$ cat config.mk
export PLATFORM = sky130hd
export DESIGN_NAME = bsg_fifo_1r1w_small_multi
export DESIGN_NICKNAME = d
export VERILOG_FILES = /design/src/rtl/bsg_fifo_1r1w_small_multi.sv
export SDC_FILE = /design/constraint.sdc
export NUM_CORES = 1
export LEC_CHECK = 0
export ABC_AREA = 1
export CAP_MARGIN = 20
export CORE_UTILIZATION = 44
export DETAILED_ROUTE_END_ITERATION = 8
export GPL_ROUTABILITY_DRIVEN = 0
export PLACE_DENSITY = 0.67
export SLEW_MARGIN = 15
export SYNTH_ARGS = -nofsm -noshare
export SYNTH_HDL_FRONTEND = slang
export SYNTH_SLANG_ARGS = --single-unit
$ cat constraint.sdc
create_clock -name clk_i -period 2.7 [get_ports clk_i]
set_input_delay 0.54 -clock clk_i [delete_from_list [all_inputs] [get_ports clk_i]]
set_output_delay 0.54 -clock clk_i [all_outputs]
set_load 0.02 [all_outputs]
$ cat src/rtl/bsg_fifo_1r1w_small_multi.sv
// ---------------------------------------------------------------------------
// bsg_fifo_1r1w_small_multi
//
// Purpose:
//   chan_p independent FIFO queues of els_p entries each, kept in one shared
//   register file with one write port and one asynchronous read port. A
//   single enqueue port and a single dequeue port are each steered by a
//   channel index. This is typically used as virtual-channel buffering in
//   front of arbiters and NoC links. The depth els_p does not have to be a
//   power of two. Each channel reports its occupancy. A sticky flag records
//   any protocol violation.
//
// Ports:
//   clk_i          in   1            clock
//   reset_n_i      in   1            asynchronous active-low reset
//   v_i            in   1            enqueue valid
//   enq_chan_i     in   cw           enqueue channel index
//   data_i         in   width_p      enqueue data
//   ready_param_o  out  chan_p       per-channel not-full
//   v_o            out  chan_p       per-channel not-empty
//   deq_chan_i     in   cw           dequeue / read channel index
//   data_o         out  width_p      head of channel deq_chan_i (async read)
//   yumi_i         in   1            dequeue head of channel deq_chan_i
//   count_o        out  chan_p*nw    occupancy, channel c at [c*nw +: nw]
//   err_o          out  1            sticky protocol error
//
// Parameters:
//   width_p             data width in bits (>=1); the integrator must set it
//   els_p               entries per channel (>=2, any integer); must be set
//   chan_p              number of channels (>=1)
//   ready_THEN_valid_p  0 = valid-and-ready enqueue, 1 = ready-then-valid
// ---------------------------------------------------------------------------
module bsg_fifo_1r1w_small_multi #(
    parameter int width_p            = 8,
    parameter int els_p              = 4,
    parameter int chan_p             = 1,
    parameter int ready_THEN_valid_p = 0,
    localparam int cw = (chan_p > 1) ? $clog2(chan_p) : 1,
    localparam int nw = $clog2(els_p + 1)
) (
    input  logic                 clk_i,
    input  logic                 reset_n_i,
    input  logic                 v_i,
    input  logic [cw-1:0]        enq_chan_i,
    input  logic [width_p-1:0]   data_i,
    output logic [chan_p-1:0]    ready_param_o,
    output logic [chan_p-1:0]    v_o,
    input  logic [cw-1:0]        deq_chan_i,
    output logic [width_p-1:0]   data_o,
    input  logic                 yumi_i,
    output logic [chan_p*nw-1:0] count_o,
    output logic                 err_o
);

    localparam int pw    = (els_p > 1) ? $clog2(els_p) : 1;
    localparam int depth = chan_p * els_p;
    localparam int aw    = (depth > 1) ? $clog2(depth) : 1;

    // Per-channel pointer and occupancy state. The storage array is
    // deliberately not reset.
    logic [pw-1:0]      wptr_r  [chan_p];
    logic [pw-1:0]      rptr_r  [chan_p];
    logic [nw-1:0]      count_r [chan_p];
    logic [pw-1:0]      wptr_n  [chan_p];
    logic [pw-1:0]      rptr_n  [chan_p];
    logic [nw-1:0]      count_n [chan_p];
    logic               err_r;
    logic               err_n;
    logic [width_p-1:0] mem [depth];

    // Channel index validation and the indices clamped into range.
    logic          enq_idx_ok;
    logic          deq_idx_ok;
    logic [cw-1:0] enq_sel;
    logic [cw-1:0] deq_sel;
    logic          enq_ready;
    logic          deq_valid;
    logic          enq;
    logic          deq;
    logic          err_now;
    logic [aw-1:0] wr_addr;
    logic [aw-1:0] rd_addr;

    // When chan_p is not a power of two, the index field can name a channel
    // that does not exist. Out-of-range indices are clamped to channel 0.
    // This keeps every array access legal. Any operation that uses such an
    // index is suppressed and flagged as an error.
    always_comb begin
        enq_idx_ok = (int'(enq_chan_i) < chan_p);
        deq_idx_ok = (int'(deq_chan_i) < chan_p);
        enq_sel    = enq_idx_ok ? enq_chan_i : '0;
        deq_sel    = deq_idx_ok ? deq_chan_i : '0;
    end

    // Status flags depend only on the registered counts. There is no
    // combinational path from v_i or yumi_i to these outputs.
    always_comb begin
        ready_param_o = '0;
        v_o           = '0;
        count_o       = '0;
        for (int c = 0; c < chan_p; c++) begin
            ready_param_o[c]     = (count_r[c] != nw'(els_p));
            v_o[c]               = (count_r[c] != '0);
            count_o[c*nw +: nw]  = count_r[c];
        end
    end

    // Transfer qualification. In both modes a write into a full channel
    // never happens. In ready-then-valid mode such an attempt is a protocol
    // error. In valid-and-ready mode it is simply not accepted.
    always_comb begin
        enq_ready = enq_idx_ok & ready_param_o[enq_sel];
        deq_valid = deq_idx_ok & v_o[deq_sel];
        enq       = v_i & enq_ready;
        deq       = yumi_i & deq_valid;
        err_now   = (yumi_i & ~deq_valid)
                  | ((ready_THEN_valid_p != 0) & v_i & ~enq_ready)
                  | (v_i & ~enq_idx_ok);
        err_n     = err_r | err_now;
    end

    // Flat storage addresses: channel base plus the per-channel pointer.
    always_comb begin
        wr_addr = aw'(int'(enq_sel) * els_p + int'(wptr_r[enq_sel]));
        rd_addr = aw'(int'(deq_sel) * els_p + int'(rptr_r[deq_sel]));
    end

    // Next-state pointers and counts. Pointers wrap at els_p-1 rather than
    // at a power of two. A channel that sees an enqueue and a dequeue in the
    // same cycle keeps its count.
    always_comb begin
        for (int c = 0; c < chan_p; c++) begin
            wptr_n[c]  = wptr_r[c];
            rptr_n[c]  = rptr_r[c];
            count_n[c] = count_r[c];
        end
        if (enq) begin
            wptr_n[enq_sel] = (wptr_r[enq_sel] == pw'(els_p - 1))
                            ? '0 : wptr_r[enq_sel] + pw'(1);
        end
        if (deq) begin
            rptr_n[deq_sel] = (rptr_r[deq_sel] == pw'(els_p - 1))
                            ? '0 : rptr_r[deq_sel] + pw'(1);
        end
        for (int c = 0; c < chan_p; c++) begin
            case ({enq && (enq_sel == cw'(c)), deq && (deq_sel == cw'(c))})
                2'b10:   count_n[c] = count_r[c] + nw'(1);
                2'b01:   count_n[c] = count_r[c] - nw'(1);
                default: count_n[c] = count_r[c];
            endcase
        end
    end

    // State registers. An asynchronous reset drops all queued data at once.
    always_ff @(posedge clk_i or negedge reset_n_i) begin
        if (!reset_n_i) begin
            for (int c = 0; c < chan_p; c++) begin
                wptr_r[c]  <= '0;
                rptr_r[c]  <= '0;
                count_r[c] <= '0;
            end
            err_r <= 1'b0;
        end else begin
            for (int c = 0; c < chan_p; c++) begin
                wptr_r[c]  <= wptr_n[c];
                rptr_r[c]  <= rptr_n[c];
                count_r[c] <= count_n[c];
            end
            err_r <= err_n;
        end
    end

    // Storage write. The read port is asynchronous and sees the new word
    // only after the edge. A same-cycle enqueue therefore never bypasses to
    // data_o.
    always_ff @(posedge clk_i) begin
        if (enq) begin
            mem[wr_addr] <= data_i;
        end
    end

    assign data_o = mem[rd_addr];
    assign err_o  = err_r;

endmodule

==> metrics.md <==
| Metric | Value |
|---|---|
| Pre-CTS setup slack | 0.305 ns |
| Die area | 4460 µm² |
| Cell area power density | 991 nW/µm² |
| Mapped Area | 1850 µm² |
| Slew Viols, Final | 0 |
| # DRC | 2 |
| Util after Layout | 0.554 |
| DP Wirelength | 2140 µm |
| WP data arrival | 1.87 ns |
| Synth warnings | 0 |
| Final-report setup violation count | 0 |
| Async SR Flop Fraction | 0.200 |
| Final-report hold violation count | 0 |
| Synthesis-stage register bit count | 40 |
| Slew @ Worst Pin | 0.388 ns |
| CP Launch Point | rptr_r[0] |
| Placed cells | 236 |
| CTS sink cnt | 40 |
| Setup Buffers After CTS | 0 |
| Minimum clock period after layout | 2.41 ns |
| RSZ-0062 raised after global routing | no |
| Failing checks | DRC |
| Met3 usage | 0.0514 |
| Antenna viol nets, final | 0 |
| Post-CTS sizing | 0 |
| Outcome | complete, but fails checks |
| Initial DRC count | 57 |
| # hold bufs at CTS | 0 |
| Syn_area_per_cell | 11.5 µm² |
| Initial antenna violation count | 0 |
| Worst reg2reg path startpoint | count_o[0] |
| Port bufs | 27 |
| Std-Cell Rows | 23 |
| Setup CP Type | flip-flop to output port |
| Max-slew headroom | 0.742 |
| Crit Path Max Fanout | 35 |
| Fmax | 415 MHz |
| Hold Slack | 0.492 ns |
| Setup Total Neg Slack | 0 ns |
| Final period util | 0.893 |
| DP Area | 2140 µm² |
| Part of the Yosys area used for sequential elements | 0.629 |
| H-tree Lvls | 2 |
| Static leakage | 0.932 nW |
| Max Buffers Root-to-Sink | 2 |
| Cell taking the most area after synthesis | edfxtp_1 |
| Layout cells sized above 1 | 0.124 |
| CP Capture Point | data_o[4] |
| Reg clk slew, reported paths | 0.08 ns |
| PnR worst setup slack | 0.289 ns |
| FF-to-FF path depth | 11 |
| Worst Hold Class | flip-flop to flip-flop |
| Gate Count Post-Synth | 160 |
| Initial Util | 0.458 |
| Reg2Reg Setup Slack | 0.86 ns |
| Routed len/inst | 12.9 µm |
| Total power | 2.21 mW |
| Root Buffer | clkbuf_8 |
| Synth unique cells | 22 |
| Nets@finish | 214 |
| Vias in the first global route | 1131 |
| Worst path required time | 2.16 ns |
| Clock Skew | 0.00366 ns |
| Worst setup SP type | flip-flop |
| Syn Nets | 181 |
| Io pins | 28 |
| DRT Wirelength | 3140 µm |
| Number of antenna repair diodes | 0 |
| First-pass DRT Iterations | 6 |
| Synth top area share | 0.520 |
| CTS buffer count | 5 |
| DIE WIDTH | 66.8 µm |
| GR peak layer | met2 |
| Top_reg_cell synth | edfxtp_1 |
| First-pass GRT wire length | 5070 µm |
| Via count | 1168 |
| Clock Latency Late Sink | 0.28 ns |
| Top cells by area, synth | edfxtp_1 52%, dfrtp_1 11%, nand2_1 6.5% |
| Grt ovf | 0 |
| Largest net degree at the start of global routing | 36 |
| RR Endpoint | count_o[2] |
| Hold_sp | err_o |
| Via/cell ratio | 4.79 |
| GRT met2 Usage | 0.283 |
| Area growth syn-to-layout | 20.9% |
| Die H | 66.8 µm |
| CTS tree | done |
| CP endpoint kind | output port |
| Peak supply drop | 0.474 mV |
| Post-route cell area | 2230 µm² |
| Total track usage | 0.164 |
| Grt met1 use | 0.195 |
| Core area | 4030 µm² |
| Number of synthesized flops with an enable pin | 32 |
| Final std cells w/o fill | 244 |
| Max Cap Viol | 0 |
==> cell usage after synthesis, types with 3 or more instances <==
cell / number
nand4_1: 3
o21ai_0: 5
a21oi_1: 5
dfrtp_1: 8
nand3_1: 3
o21ai_1: 4
ha_1: 6
inv_1: 31
a21oi_2: 4
buf_6: 4
nor2_1: 5
edfxtp_1: 32
o211ai_1: 8
nand2_1: 32
==> per-layer routing <==
layer  part of all wire  vias up
li1                   -      589
met1               0.43      551
met2               0.53       26
met3              0.037        2
met4             0.0057        0
met5                  0        -
==> placed cells by master (no fill, tap or decap), types with 5 or more instances in the layout <==
master / Yosys / routed
a21oi_1: 5 / 5
buf_4: 1 / 5
clkbuf_8: 0 / 5
clkdlybuf4s50_1: 0 / 27
dfrtp_1: 8 / 7
edfxtp_1: 32 / 32
ha_1: 6 / 6
inv_1: 31 / 31
nand2_1: 32 / 32
nor2_1: 5 / 5
o211ai_1: 8 / 8
o21ai_0: 5 / 5
==> where the power goes <==
part,switching (mW),internal [mW]
Combinational,0.546,0.418
Sequential,0.103,0.770
Clock,0.196,0.180
==> state kept, by name (all words and copies together) (netlist names) <==
signal and cells:
rptr_r 2, mem 32, wptr_r 2, count_o 3, err_o 1
==> area by class of cell <==
class	count	area, µm²
Clock buffer	5	68.8
Clock inverter	3	18.8
Fill cell	353	1800
Inverter	31	116
Multi-Input combinational cell	83	497
Sequential cell	40	1160
Tap cell	50	62.6
Timing Repair Buffer	32	308
==> worst min path at each step <==
stage / end / cells after the start / slack [ns]
CTS: err_o / 2 / 0.50
detailed placement: err_o / 2 / 0.47
global route: err_o / 2 / 0.53
floorplan: count_o[0] / 0 / 0.24
finish: err_o / 2 / 0.49
global placement: err_o / 2 / 0.46
==> critical path: stages, from the launching register on <==
cell and delay (ns):
dfrtp_1 0.36, buf_4 0.24, a21oi_1 0.18, o21ai_0 0.10, nand2_1 0.10, clkdlybuf4s50_1 0.60
==> cells by family after synthesis <==
logic type / count (synthesis) / synth area share
simple gates: 48 / 0.119
compound gates: 27 / 0.0942
xor+xnor: 1 / 0.00474
buf+inv: 37 / 0.102
fa+ha+maj: 7 / 0.0515
flops: 40 / 0.629
No activity file was read; power rests on OpenSTA's default activity.
